[src/rtl/viterbi_traceback_pkg.sv]
// Shared types and width helpers for the Viterbi PE array and traceback.
package viterbi_traceback_pkg;

  typedef enum logic {
    S_FILL,
    S_TRACE
  } fsm_e;

  function automatic int sw_of(input int i);
    return (i < 2) ? 1 : $clog2(i);
  endfunction

  function automatic int cw_of(input int t);
    return $clog2(t + 1);
  endfunction

  function automatic int aw_of(input int t);
    return (t <= 2) ? 1 : $clog2(t);
  endfunction

endpackage

[src/rtl/viterbi_traceback_if.sv]
// Backpointer-in / decoded-state-out handshake bundle.
interface viterbi_traceback_if #(
  parameter int I     = 3,
  parameter int W     = 20,
  parameter int T_MAX = 16
);
  import viterbi_traceback_pkg::*;

  localparam int SW = sw_of(I);
  localparam int CW = cw_of(T_MAX);

  logic                    in_valid;
  logic                    in_ready;
  logic [0:I-1][SW-1:0]    in_psi;
  logic                    in_last;
  logic [0:I-1][W-1:0]     in_delta;
  logic                    out_valid;
  logic                    out_ready;
  logic [SW-1:0]           out_state;
  logic [CW-1:0]           out_step;
  logic                    out_last;
  logic                    err_ovf;

  modport master (
    output in_valid, in_psi, in_last, in_delta,
    output out_ready,
    input  in_ready, out_valid, out_state,
    input  out_step, out_last, err_ovf
  );

  modport slave (
    input  in_valid, in_psi, in_last, in_delta,
    input  out_ready,
    output in_ready, out_valid, out_state,
    output out_step, out_last, err_ovf
  );

endinterface

[src/rtl/viterbi_traceback_argmax.sv]
// I-way signed argmax; ties resolve to the lowest index.
module viterbi_traceback_argmax #(
  parameter int I  = 3,
  parameter int W  = 20,
  parameter int SW = 2
) (
  input  logic [0:I-1][W-1:0] vec,
  output logic [SW-1:0]       idx
);

  logic signed [W-1:0] best;

  always_comb begin
    best = $signed(vec[0]);
    idx  = '0;
    for (int j = 1; j < I; j++) begin
      if ($signed(vec[j]) > best) begin
        best = $signed(vec[j]);
        idx  = SW'(j);
      end
    end
  end

endmodule

[src/rtl/viterbi_traceback.sv]
// Backpointer store and traceback: fills psi vectors, then walks
// them backwards from the best final state, one state per cycle.
module viterbi_traceback
  import viterbi_traceback_pkg::*;
#(
  parameter int I     = 3,
  parameter int W     = 20,
  parameter int T_MAX = 16
) (
  input logic               clk,
  input logic               rst,
  viterbi_traceback_if.slave bus
);

  localparam int SW = sw_of(I);
  localparam int CW = cw_of(T_MAX);
  localparam int AW = aw_of(T_MAX);

  fsm_e          state;
  logic [CW-1:0] cnt;
  logic [SW-1:0] mem [T_MAX][I];
  logic [SW-1:0] best;
  logic [SW-1:0] bp;
  logic [AW-1:0] rd_idx;
  logic          acc;
  logic          fin;
  logic          hs;

  assign acc    = bus.in_valid && bus.in_ready;
  assign fin    = bus.in_last || (cnt == CW'(T_MAX - 1));
  assign hs     = bus.out_valid && bus.out_ready;
  assign rd_idx = AW'(bus.out_step - 1'b1);
  assign bp     = mem[rd_idx][bus.out_state];

  viterbi_traceback_argmax #(
    .I  (I),
    .W  (W),
    .SW (SW)
  ) u_argmax (
    .vec (bus.in_delta),
    .idx (best)
  );

  // Register file: written only while filling, never reset.
  always_ff @(posedge clk) begin
    if (acc && state == S_FILL) begin
      for (int j = 0; j < I; j++) begin
        mem[cnt[AW-1:0]][j] <= bus.in_psi[j];
      end
    end
  end

  always_ff @(posedge clk or posedge rst) begin
    if (rst) begin
      state         <= S_FILL;
      cnt           <= '0;
      bus.in_ready  <= 1'b0;
      bus.out_valid <= 1'b0;
      bus.out_state <= '0;
      bus.out_step  <= '0;
      bus.out_last  <= 1'b0;
      bus.err_ovf   <= 1'b0;
    end else begin
      unique case (state)
        S_FILL: begin
          bus.in_ready <= 1'b1;
          if (acc) begin
            cnt         <= cnt + 1'b1;
            bus.err_ovf <= 1'b0;
            if (fin) begin
              state         <= S_TRACE;
              bus.err_ovf   <= !bus.in_last;
              bus.in_ready  <= 1'b0;
              bus.out_valid <= 1'b1;
              bus.out_state <= best;
              bus.out_step  <= cnt + 1'b1;
              bus.out_last  <= 1'b0;
            end
          end
        end
        S_TRACE: begin
          if (hs) begin
            if (bus.out_last) begin
              state         <= S_FILL;
              cnt           <= '0;
              bus.in_ready  <= 1'b1;
              bus.out_valid <= 1'b0;
              bus.out_last  <= 1'b0;
            end else begin
              bus.out_state <= bp;
              bus.out_step  <= bus.out_step - 1'b1;
              bus.out_last  <= (bus.out_step == CW'(1));
            end
          end
        end
      endcase
    end
  end

endmodule

[src/flat_wrapper.sv]
// flat-port wrapper written by rule: the top's interface ports become plain ports
module viterbi_traceback_flat import viterbi_traceback_pkg::*;
#(
  parameter int I     = 3,
  parameter int W     = 20,
  parameter int T_MAX = 16
)
  (clk, rst, bus_in_valid, bus_in_psi, bus_in_last, bus_in_delta, bus_out_ready, bus_in_ready, bus_out_valid, bus_out_state, bus_out_step, bus_out_last, bus_err_ovf);
  viterbi_traceback_if #(.I(I), .W(W), .T_MAX(T_MAX)) bus_i ();
  input logic clk;
  input logic rst;
  input wire logic [$bits(bus_i.in_valid)-1:0] bus_in_valid;
  input wire logic [$bits(bus_i.in_psi)-1:0] bus_in_psi;
  input wire logic [$bits(bus_i.in_last)-1:0] bus_in_last;
  input wire logic [$bits(bus_i.in_delta)-1:0] bus_in_delta;
  input wire logic [$bits(bus_i.out_ready)-1:0] bus_out_ready;
  output wire logic [$bits(bus_i.in_ready)-1:0] bus_in_ready;
  output wire logic [$bits(bus_i.out_valid)-1:0] bus_out_valid;
  output wire logic [$bits(bus_i.out_state)-1:0] bus_out_state;
  output wire logic [$bits(bus_i.out_step)-1:0] bus_out_step;
  output wire logic [$bits(bus_i.out_last)-1:0] bus_out_last;
  output wire logic [$bits(bus_i.err_ovf)-1:0] bus_err_ovf;
  assign bus_i.in_valid = bus_in_valid;
  assign bus_i.in_psi = bus_in_psi;
  assign bus_i.in_last = bus_in_last;
  assign bus_i.in_delta = bus_in_delta;
  assign bus_i.out_ready = bus_out_ready;
  assign bus_in_ready = bus_i.in_ready;
  assign bus_out_valid = bus_i.out_valid;
  assign bus_out_state = bus_i.out_state;
  assign bus_out_step = bus_i.out_step;
  assign bus_out_last = bus_i.out_last;
  assign bus_err_ovf = bus_i.err_ovf;
  viterbi_traceback #(.I(I), .W(W), .T_MAX(T_MAX)) u_core (.clk(clk), .rst(rst), .bus(bus_i));
endmodule
[config.mk]
export PLATFORM = sky130hd
export DESIGN_NAME = viterbi_traceback_flat
export DESIGN_NICKNAME = d
export VERILOG_FILES = /design/src/rtl/viterbi_traceback_pkg.sv /design/src/rtl/viterbi_traceback_if.sv /design/src/rtl/viterbi_traceback_argmax.sv /design/src/rtl/viterbi_traceback.sv /design/src/flat_wrapper.sv
export SDC_FILE = /design/constraint.sdc
export NUM_CORES = 1
export LEC_CHECK = 0
export CAP_MARGIN = 20
export CORE_MARGIN = 5
export CORE_UTILIZATION = 35
export DETAILED_ROUTE_END_ITERATION = 6
export GPL_TIMING_DRIVEN = 0
export HOLD_SLACK_MARGIN = 0.15
export SLEW_MARGIN = 0
export SYNTH_ARGS = -nofsm -noshare
export SYNTH_HDL_FRONTEND = slang
export SYNTH_SLANG_ARGS = --single-unit
[constraint.sdc]
create_clock -name clk -period 2.6 [get_ports clk]
set_input_delay 0.39 -clock clk [delete_from_list [all_inputs] [get_ports clk]]
set_output_delay 0.39 -clock clk [all_outputs]
set_load 0.03 [all_outputs]
* After elaboration in Yosys (flattened, before gate mapping) *
Memory sizes are Yosys's and may differ from the RTL's.
Cells that the tools add are included.

cells by class
  add/sub/neg operators = 2
  $lt $le $gt $ge = 3
  equality and inequality tests = 7
  muxes and demuxes = 43
  bitwise operators = 2
  reductions and logical operators = 11

operators by type and width
  cell                                                                     number
  20-bit greater-than comparator                                           2
  5-bit 2-to-1 mux                                                         7
  1-bit 2-to-1 mux                                                         20
  20-bit 2-to-1 mux                                                        1
  5-bit one-hot mux with 2 select lines                                    2
  2-bit 2-to-1 mux                                                         7
  1-bit one-hot mux with 2 select lines                                    4
  4-bit AND reduction                                                      2
  2-bit by 1-bit inequality test with 1-bit output, second input constant  3
  3-bit AND reduction                                                      2
  5-bit by 1-bit adder with 5-bit output, second input constant            1
  5-bit by 1-bit equality test with 1-bit output, second input constant    1
  5-bit by 4-bit equality test with 1-bit output, second input constant    1
  5-bit by 1-bit subtractor with 5-bit output, second input constant       1
  2-bit binary-select mux with 2-bit select                                1
  2-bit inequality test, second input constant                             2
  2-bit one-hot mux with 2 select lines                                    1
  2-bit AND reduction                                                      2
  3-bit greater-or-equal comparator, second input constant                 1
  1-bit logical AND                                                        3
  2-bit NOT with 3-bit output                                              1
  1-bit zero test                                                          1
  1-bit logical OR                                                         1
  1-bit NOT                                                                1

storage, ports and cells
  bits in registers = 17
  memory bits (writable) = 96
  input bits = 71
  output and inout port bits = 11
  logic and storage cells = 77
  memories kept = 1

memories
  memory      words  width  read ports  clocked after memory_dff  wr ports  RTL line                 RTL
  u_core.mem  16     6      1           0                         1         viterbi_traceback.sv:21  logic [SW-1:0] mem [T_MAX][I];

* Longest topological paths before layout *
Gate-level depths: netlist of the first run.
An unclocked memory read counts as a cell.

  depth after elaboration = 8
  depth in mapped cells = 18

* By module *
Synthesis of the first run repeated with hierarchy kept, for this count alone.

second synthesis, totals
  cell total of the unflattened synthesis = 548
  area, all modules = 6,695.2 µm²

modules (own cells, without submodules)
  module                    instances  cells an instance  area each (µm²)  seq. area each (µm²)
  viterbi_traceback         1          306                4,854.7          3,308.2
  viterbi_traceback_argmax  1          242                1,840.5          0.0

* Worst setup path after synthesis of the first run *
No wires, ideal clock.

  path type = input to register
  start = input bus_in_delta[47]
  end = register u_core.bus.out_state[0]
  setup time = 0.082 ns
  data arrival time = 3.888 ns
  data required time = 2.518 ns
  slack = -1.370 ns
  stages = 18
  path buffers = 2
  path through = inv_1 -> ha_1 -> a21oi_1 -> o21ai_1 -> a221o_1 -> a2111oi_2 -> mux2i_1 -> buf_2 -> buf_6 -> a21oi_1 -> ha_1 -> nand4_1 -> nor4_1 -> a31o_2 -> a21oi_1 -> a211oi_1 -> nand2_1 -> a31oi_1

on the way
  word-level cells in the longest chain between the ends = 7
  elaborated cells on any way between the ends = 8
  those cells by class = 2 x order compare; 6 x mux

RTL lines
  what                                       RTL line                        RTL
  start, declared                            flat_wrapper.sv:15              input wire logic [$bits(bus_i.in_delta)-1:0] bus_in_delta;
  20-bit greater-than comparator             viterbi_traceback_argmax.sv:17  if ($signed(vec[j]) > best) begin
  20-bit 2-to-1 mux                          viterbi_traceback_argmax.sv:17
  20-bit greater-than comparator             viterbi_traceback_argmax.sv:17
  2-bit 2-to-1 mux (*)                       viterbi_traceback_argmax.sv:17
  2-bit 2-to-1 mux (*)                       viterbi_traceback.sv:70         if (fin) begin
  2-bit 2-to-1 mux (*)                       viterbi_traceback.sv:67         if (acc) begin
  2-bit one-hot mux with 2 select lines (*)  viterbi_traceback.sv:64         unique case (state)
  end signal, assigned                       viterbi_traceback.sv:75         bus.out_state <= best;
  end signal, assigned                       viterbi_traceback.sv:90         bus.out_state <= bp;
  end, declared                              viterbi_traceback_if.sv:34      output in_ready, out_valid, out_state,

Every way passes the cells marked *; elsewhere a longest branch is shown, timed or not. The select of a mux whose other input is x is not followed.
A chain may end at the register's enable or synchronous reset.

* Worst setup path after layout of the first run *
  start = input bus_in_delta[48]
  end = register u_core.bus.out_state[0]

The elaborated chain is that of the path after synthesis.

==> results of run 1 <==
==> Yosys cell counts (2+ instances only) <==
master / count
and4_1: 2
and3_1: 8
nor3_1: 4
nand3_1: 12
nor2b_1: 3
clkbuf_1: 6
inv_1: 30
o21ai_0: 17
nor3b_1: 2
nor2_1: 27
nand3b_1: 3
buf_4: 2
a211oi_1: 3
o31ai_1: 2
edfxtp_1: 96
xor2_1: 2
a21o_1: 4
a21oi_1: 40
nand4_1: 8
ha_1: 47
buf_6: 4
a221o_1: 2
mux4_2: 21
nand2b_1: 3
nand2_1: 22
buf_2: 2
and2_1: 12
mux4_1: 8
mux2i_1: 3
dfrtp_1: 17
==> what timing repair did <==
item                                    CTS  global route
resized for setup                       112            70
pin swaps                                34            18
setup buffers                            14             8
endpoints found under the setup margin    3             5
==> logic make-up (layout without fill, tap and decap cells) <==
| family | after synthesis | in the layout | synth area share (%) |
|---|---|---|---|
| AOI/OAI and AO/OA | 79 | 79 | 7.77 |
| xor gates and xnor gates | 4 | 4 | 0.714 |
| adders and majority gates | 47 | 47 | 9.87 |
| buffers and inverters | 45 | 180 | 3.69 |
| DFF | 113 | 113 | 55.5 |
| muxes | 34 | 34 | 12.3 |
| and+or+nand+nor | 113 | 113 | 10.1 |
==> worst paths after layout <==
check	endpoint	start	depth (start not counted)
worst max-delay path	u_core.bus.out_state[0]	bus_in_delta[48]	19
worst min-delay path	u_core.bus.out_valid	rst	2
worst max register to register	u_core.bus.out_state[1]	u_core.bus.out_step[0]	12
worst min register to register	u_core.bus.err_ovf	u_core.bus.err_ovf	2
max in group asynchronous	u_core.bus.out_step[3]	rst	2
min in group clk	u_core.bus.err_ovf	u_core.bus.err_ovf	2
==> cells in the final DEF, fill, tap and decap left out, types with 15 or more instances in the layout <==
cell             netlist  layout
a21oi_1               40      26
buf_4                  2      22
clkbuf_16              0      19
clkbuf_2               0      15
clkdlybuf4s50_1        0      44
dfrtp_1               17      17
edfxtp_1              96      96
ha_1                  47      27
ha_4                   0      20
mux4_2                21      21
nand2_1               22      21
nor2_1                27      20
o21ai_0               17      16
==> through the flow <==
step / cell area, um2 / cells / TNS (ns) / utilization (%) / setup WS (ns)
2_1_floorplan: 6190 / 435 / -2.11 / - / -1.09
3_3_place_gp: 7270 / 736 / -4.33 / 43.7 / -2.21
3_5_place_dp: 7270 / 736 / -4.49 / 43.7 / -2.29
4_1_cts: 8140 / 782 / -2.05 / 48.9 / -1.03
5_1_grt: 8260 / 790 / -2.31 / 49.6 / -1.20
6_report: 8260 / 790 / -2.10 / 49.6 / -1.10
==> area by class of cell <==
cell class	instances	area [um2]
Buffer	15	158
Clock buffer	18	429
Clock inverter	14	188
Fill cell	1396	8380
Inverter	30	145
Multi-Input combinational cell	277	2870
Sequential cell	113	3310
Tap cell	220	275
Timing Repair Buffer	103	891
==> per-layer routing <==
| metal | track usage [%] | vias to the layer above |
|---|---|---|
| met5 | 0 | - |
| met4 | 4.08 | 0 |
| met3 | 4.46 | 9 |
| met2 | 24.6 | 100 |
| met1 | 20.1 | 1976 |
| li1 | - | 1928 |
==> report_power, final <==
part | internal (mW) | total [mW] | switching [mW]
logic | 1.47 | 3.02 | 1.56
clock network | 1.60 | 2.41 | 0.806
registers | 2.11 | 2.26 | 0.148
total | 5.18 | 7.69 | 2.51
==> critical path: cells and delay by family <==
kind	cells	cell delay [ns]
AOI/OAI and AO/OA	7	1.44
adders and majority gates	2	0.51
buffers and inverters	5	0.53
muxes	1	0.29
and+or+nand+nor	4	0.87
==> state kept, by name, indices dropped and copies added (netlist names) <==
name / count
u_core.bus.out_step: 5
u_core.bus.out_state: 2
u_core.bus.err_ovf: 1
u_core.bus.in_ready: 1
u_core.bus.out_last: 1
u_core.mem: 96
u_core.cnt: 5
u_core.bus.out_valid: 1
u_core.state: 1
==> results.toml, run 1 <==
[outcome]
outcome = "complete, but fails checks"
violations = "setup timing"

[yosys]
async_flop_share_pct = 15.0
synth-main-ff-cell = "edfxtp_1"
synth-edff-count = 96
ys_warn_count = 0
syn-cell-area_um2 = 5960
synth_area_leader_cell = "edfxtp_1"
ys_seq_area_share_pct = 55.5
synth.top_cell.area_share_pct = 48.4
synth_cells = 435
avgSynthCellArea_um2 = 13.7
synth_cell_types = 53
ys_ff_latch = 113
ys_top_cells_by_area = "edfxtp_1, ha_1, mux4_2"
mappedNetlistNets = 553

[cts]
ctsRootBufferMaster = "clkbuf_16"
clock_latency_ns = 0.41
ctsLongestPathBuffers = 2
cts_buffers = 17
cts_tree = "yes"
htreeDepth = 4
clk_pin_slew_ns = 0.05
clock_sinks = 113
holdBufCountCts = 0

[routing]
drtAntennaViolNets = 0
dr_wl_met2_um = 7120
firstDrtPassIters = 5
drt_wl_total_um = 14600
wl_met1_um = 6480
drt_drc_violations_left = 0
drtIter0Drc = 190
top_layer = "met4"
wl_met3_um = 848
viasPerCell = 5.08
dr_total_vias = 4013
wl_per_cell_um = 18.5

[power]
peakVddDrop_mv = 0.578
powerDensity_nw_per_um2 = 931
p_total_mw = 7.69
p_leak_nw = 3.14

[setup_path]
rrSetupSlack_ns = -0.59
slowest_delay_ns = 0.38
slowest_stage = "a221o_1"
cp.required_ns = 2.93
cp_data_arrival_time_ns = 4.03
crit_path_start_kind = "input pin"
crit_path_end_kind = "register"
worst-setup-path-type = "in2reg"
crit_top_cell = "a21oi_2"
path_cells = "buf_6, inv_12, ha_4, and4_1, a221o_1, a2111oi_4, mux2i_2, buf_4, buf_8, buf_12, a21oi_2, ha_1, nand4_1, nor4_4, a31o_2, a21oi_2, a211oi_2, nand2_1, a31oi_1"
cp_max_fo = 6

[placed_design]
portBuffers = 81
gp_congestion = 0.807
dp_hpwl_um = 10400

[final_layout]
area_growth_syn_to_layout_pct = 38.6
n_antenna_cell = 0
nets = 675
drive_gt1_share_pct = 33.3

[sta]
min_period_over_period_pct = 142
min_period_ns = 3.70
setup_slack_ns = -1.10
rsz0062_at_grt = "yes"
fmax_mhz = 270
setup_viol = 2
skew_ns = 0.00761
hold_viol = 0
drv_slew = 0
max_slew_margin_pct = 55.2
worst_hold_slack_ns = 0.391
worst_pin_slew_ns = 0.671

[floorplan]
die_area_um2 = 19700
core_area_um2 = 16600
fp.dieW_um = 140
start_util_pct = 35.8
placementRows = 47
ios = 82
fp.dieH_um = 140

[global_routing]
track_usage_pct = 15.2
antenna_found_initial = 0
grt_pass1_vias = 4122
grt_pass1_wl_um = 23000
grt_max_degree = 18
overflow = 0

[job]
drv_cap = 0

[hold_path]
hold_class = "in2async"
(Power assumes the default switching activity.)
==> run 2, diff against run 1 <==
- CELL_PAD_IN_SITES_DETAIL_PLACEMENT: not set -> 1
- CELL_PAD_IN_SITES_GLOBAL_PLACEMENT: not set -> 1
- PLACE_DENSITY_LB_ADDON: not set -> 0.1
- clock period: 2.6 -> 3.5 ns (I/O delays scaled with it)
==> results.toml, run 2 (synthesized netlist as in run 1, its figures left out) <==
[outcome]
outcome = "complete, but fails checks"
violations = "setup timing"

[final_layout]
final_cell_mix = "edfxtp_1, clkdlybuf4s50_1, ha_1, a21oi_1, nor2_1"
ff_latch_area_um2 = 3310
layout_commonest_cell = "edfxtp_1"
largest_reg_flops = 96
area_growth_syn_to_layout_pct = 36.6
multi_input_area_um2 = 2810
fin_util_pct = 48.9
drive_gt1_share_pct = 28.1
design_area_um2 = 8140
n_antenna_cell = 0
nets = 669
fillCellCount = 1693

[cts]
ctsLongestPathBuffers = 2
clk_pin_slew_ns = 0.05
holdBufCountCts = 0
cts_tree = "yes"
clock_sinks = 113
cts_buffers = 17
clock_latency_ns = 0.40
ctsRootBufferMaster = "clkbuf_16"
htreeDepth = 4

[sta]
setup_viol = 2
skew_ns = 0.00750
setup_tns_ns = -0.780
rsz0062_at_grt = "yes"
min_period_over_period_pct = 111
fmax_mhz = 257
drv_slew = 0
max_slew_margin_pct = 32.3
worst_hold_slack_ns = 0.511
setup_slack_ns = -0.391
hold_viol = 0
min_period_ns = 3.89
worst_pin_slew_ns = 1.01

[setup_path]
cp_max_fo = 6
reg2reg_from = "u_core.bus.out_step[0]"
rr_worst_depth = 12
r2r_end = "u_core.bus.out_state[0]"
crit_path_start_kind = "input pin"
crit_path_end_kind = "register"
cp.required_ns = 3.81
cp_data_arrival_time_ns = 4.20
rrSetupSlack_ns = 0.05
worst-setup-path-type = "in2reg"

[routing]
drtIter0Drc = 146
drtAntennaViolNets = 0
viasPerCell = 5.10
firstDrtPassIters = 4
drt_wl_total_um = 15500
drt_drc_violations_left = 0
wl_per_cell_um = 19.7
dr_total_vias = 3990

[hold_path]
holdPathEnd = "u_core.bus.err_ovf"
hold_depth = 2
hp-start = "u_core.bus.err_ovf"
hold_class = "reg2reg"

[floorplan]
fp.dieW_um = 140
start_util_pct = 35.8
die_area_um2 = 19700
core_area_um2 = 16600
fp.dieH_um = 140
ios = 82
placementRows = 47

[power]
peakVddDrop_mv = 0.552
p_leak_nw = 3.06
powerDensity_nw_per_um2 = 693

[placed_design]
dp_hpwl_um = 11500
gp_congestion = 0.773
portBuffers = 81
dpl-instance-area_um2 = 7270

[global_routing]
antenna_found_initial = 0
overflow = 0
track_usage_pct = 16.2
grt_pass1_vias = 4469
grt_pass1_wl_um = 24900
grt_max_degree = 18

[job]
drv_cap = 0
[run 2: changes by cell type in the layout (fill, tap and decap cells not counted), sizes merged, moves of 2 or more]
cell           before  now
dlygate4sd2         3   12
clkinvlp            0    2
clkdlybuf4s15       3    5
dlymetal6s2s        3    0
clkbuf             38   26
buf                45   39
clkdlybuf4s50      44   47
[run 2: timing repair]
action | CTS | global route
pin swaps | 39 | 25
buffers inserted | 15 | 1
endpoints found under the setup margin | 2 | 2
resized for setup | 109 | 25
[run 2: per-layer routing]
layer	vias to the layer above	share of wire (%)	track usage, %
li1	1911	-	-
met1	1996	46	21.4
met2	73	50	27.7
met3	10	3.6	3.31
met4	0	0.87	3.52
met5	-	0	0
[run 2: report_power, final]
group | internal (mW) | switching (mW) | total, mW
combinational | 1.07 | 1.18 | 2.26
sequential | 1.57 | 0.110 | 1.68
clock | 1.11 | 0.592 | 1.70
total | 3.76 | 1.88 | 5.64
[run 2: worst max-delay path by stage]
stage                               to  cells after the start              from  slack (ns)
3_5_place_dp   u_core.bus.out_state[0]                     18  bus_in_delta[48]       -1.58
2_1_floorplan  u_core.bus.out_state[0]                     17  bus_in_delta[48]       -0.32
4_1_cts        u_core.bus.out_state[0]                     19  bus_in_delta[47]       -0.32
5_1_grt        u_core.bus.out_state[1]                     20  bus_in_delta[52]       -0.57
6_report       u_core.bus.out_state[1]                     20  bus_in_delta[46]       -0.39
3_3_place_gp   u_core.bus.out_state[0]                     18  bus_in_delta[48]       -1.52
[run 2: through the flow]
step                setup slack [ns]  power [mW]  cells
CTS                           -0.323        5.69    782
global placement               -1.52        3.87    736
finish                        -0.391        5.64    783
detailed placement             -1.58        3.90    736
floorplan                     -0.324        3.15    435
global route                  -0.574        5.96    783
[run 2: final cells by class]
type	count	share of cell area (%)
flip-flops and latches	113	40.6
clock inverters	14	2.04
inverters	30	1.75
repair buffers	97	10.7
plain buffers	15	1.71
well taps	220	3.38
multi-input cells	277	34.5
clock buffers	17	5.23
[run 2: critical path: stages]
cell and delay [ns]:
clkdlybuf4s15_2 0.18, inv_2 0.07, ha_4 0.20, nand2_2 0.06, o21ai_2 0.07, a221o_1 0.39, a2111oi_4 0.33, mux2i_2 0.31
buf_4 0.17, buf_8 0.12, buf_12 0.12, a21oi_2 0.05, ha_1 0.29, nand4_1 0.20, nor4_4 0.36, a211oi_2 0.15
a21oi_2 0.17, a211oi_2 0.06, buf_4 0.15, o31ai_2 0.21
==> run 3, diff against run 2 <==
- CORE_UTILIZATION: 35 -> 45
==> results.toml, run 3 (synthesized netlist as in run 1, its figures left out) <==
[outcome]
outcome = "complete, but fails checks"
violations = "setup timing"

[final_layout]
layout_commonest_cell = "edfxtp_1"
largest_reg_flops = 96
final_cell_count_no_fill = 774
fillCellCount = 1229
area_growth_syn_to_layout_pct = 42.0
design_area_um2 = 8460
nets = 703
final_cell_mix = "edfxtp_1, buf_4, clkdlybuf4s50_1, nor2_1"
drive_gt1_share_pct = 36.9

[routing]
drtIter0Drc = 270
drt_wl_total_um = 18800
firstDrtPassIters = 4
dr_total_vias = 4356
drt_drc_violations_left = 0
viasPerCell = 5.63
drtAntennaViolNets = 0
wl_per_cell_um = 24.2

[placed_design]
dp_cells = 692
gp_congestion = 0.775
portBuffers = 81
dpl-instance-area_um2 = 7220
dp_hpwl_um = 11500

[sta]
max_slew_margin_pct = 29.3
setup_viol = 2
setup_slack_ns = -0.674
skew_ns = 0.0101
min_period_over_period_pct = 119
min_period_ns = 4.17
setup_tns_ns = -1.19
drv_slew = 0
fmax_mhz = 240
worst_pin_slew_ns = 1.05
rsz0062_at_grt = "yes"
hold_viol = 0

[setup_path]
worst-setup-path-type = "in2reg"
cp_data_arrival_time_ns = 4.50
crit_path_end_kind = "register"
crit_path_start_kind = "input pin"
rr_worst_depth = 12
cp_max_fo = 5
cp.required_ns = 3.83

[global_routing]
grt_pass1_vias = 4808
antenna_found_initial = 0
grt_max_degree = 18
track_usage_pct = 23.3
overflow = 0
grt_pass1_wl_um = 27700

[cts]
clock_latency_ns = 0.41
cts_tree = "yes"
ctsRootBufferMaster = "clkbuf_16"
cts_buffers = 17
htreeDepth = 4
clock_sinks = 113
holdBufCountCts = 0
ctsLongestPathBuffers = 2
clk_pin_slew_ns = 0.06

[power]
p_leak_nw = 3.27
powerDensity_nw_per_um2 = 705
peakVddDrop_mv = 0.589

[floorplan]
ios = 82
core_area_um2 = 13100
fp.dieW_um = 125
placementRows = 42
die_area_um2 = 15600
start_util_pct = 45.4
fp.dieH_um = 125

[job]
drv_cap = 0

[hold_path]
hold_class = "reg2reg"
hold_depth = 2
run 3: changes by cell type in the layout (fill, tap and decap cells not counted), moves of 5 or more:
cell             previous run  this run
buf_4                      19        51
clkbuf_2                    3        17
dlygate4sd2_1              12         2
clkdlybuf4s50_1            47        41
ha_1                       29        24
inv_1                      15        10
run 3: final cells by class:
class                           count  area [um2]  share of cell area (%)
Sequential cell                   113        3310                    39.1
Multi-Input combinational cell    277        2900                    34.2
Timing Repair Buffer              131        1100                    13.0
Clock buffer                       19         433                    5.12
Tap cell                          176         220                    2.60
Clock inverter                     12         214                    2.53
Buffer                             15         145                    1.72
Inverter                           30         145                    1.72
Antenna cell                        1        2.50                  0.0296
run 3: power by group:
group,switching [mW],internal (mW)
combinational,1.23,1.13
clock,0.594,1.32
sequential,0.116,1.57
run 3: metal layers:
layer / global-route usage (%) / wire length (um) / part of all wire, %
met1: 28.6 / 7450 / 40
met2: 41.1 / 9790 / 52
met3: 5.88 / 1110 / 5.9
met4: 6.57 / 422 / 2.2
met5: 0 / 0 / 0
run 3: what timing repair did:
item / CTS / global route
pin swaps: 35 / 37
resized for setup: 122 / 78
setup endpoints to repair: 2 / 2
setup buffers: 38 / 12
run 3: metrics by stage:
| step | hold slack (ns) | util, % | total power, mW | setup WS, ns |
|---|---|---|---|---|
| after global routing | 0.530 | 64.4 | 6.26 | -0.812 |
| after global placement | 0.466 | 54.9 | 3.81 | -1.49 |
| after detailed placement | 0.492 | 54.9 | 3.86 | -1.59 |
| after floorplan | 0.451 | - | 3.15 | -0.324 |
| final | 0.508 | 64.4 | 5.96 | -0.674 |
| after CTS | 0.512 | 63.0 | 5.91 | -0.384 |
run 3: worst paths after layout:
kind | startpoint | end | slack (ns)
worst max register to register | u_core.bus.out_step[0] | u_core.bus.out_state[0] | 0.08
min in group asynchronous | rst | u_core.bus.out_step[4] | 0.55
worst min-delay path | u_core.bus.err_ovf | u_core.bus.err_ovf | 0.51
max in group asynchronous | rst | u_core.cnt[1] | 2.48
worst max-delay path | bus_in_delta[20] | u_core.bus.out_state[0] | -0.67
worst min register to register | u_core.bus.err_ovf | u_core.bus.err_ovf | 0.51
run 3: critical path: stages:
cell,delay (ns)
dlygate4sd2_1,0.28
inv_2,0.08
ha_2,0.17
nor2b_1,0.05
o211ai_1,0.31
a21boi_4,0.12
a2111oi_4,0.34
mux2i_2,0.31
buf_4,0.17
buf_6,0.11
clkbuf_16,0.14
buf_12,0.13
a21oi_4,0.06
ha_1,0.29
nand4_1,0.16
nor4_4,0.34
a31o_2,0.22
o21bai_1,0.08
a211oi_2,0.29
nand2_1,0.12
a31oi_1,0.19
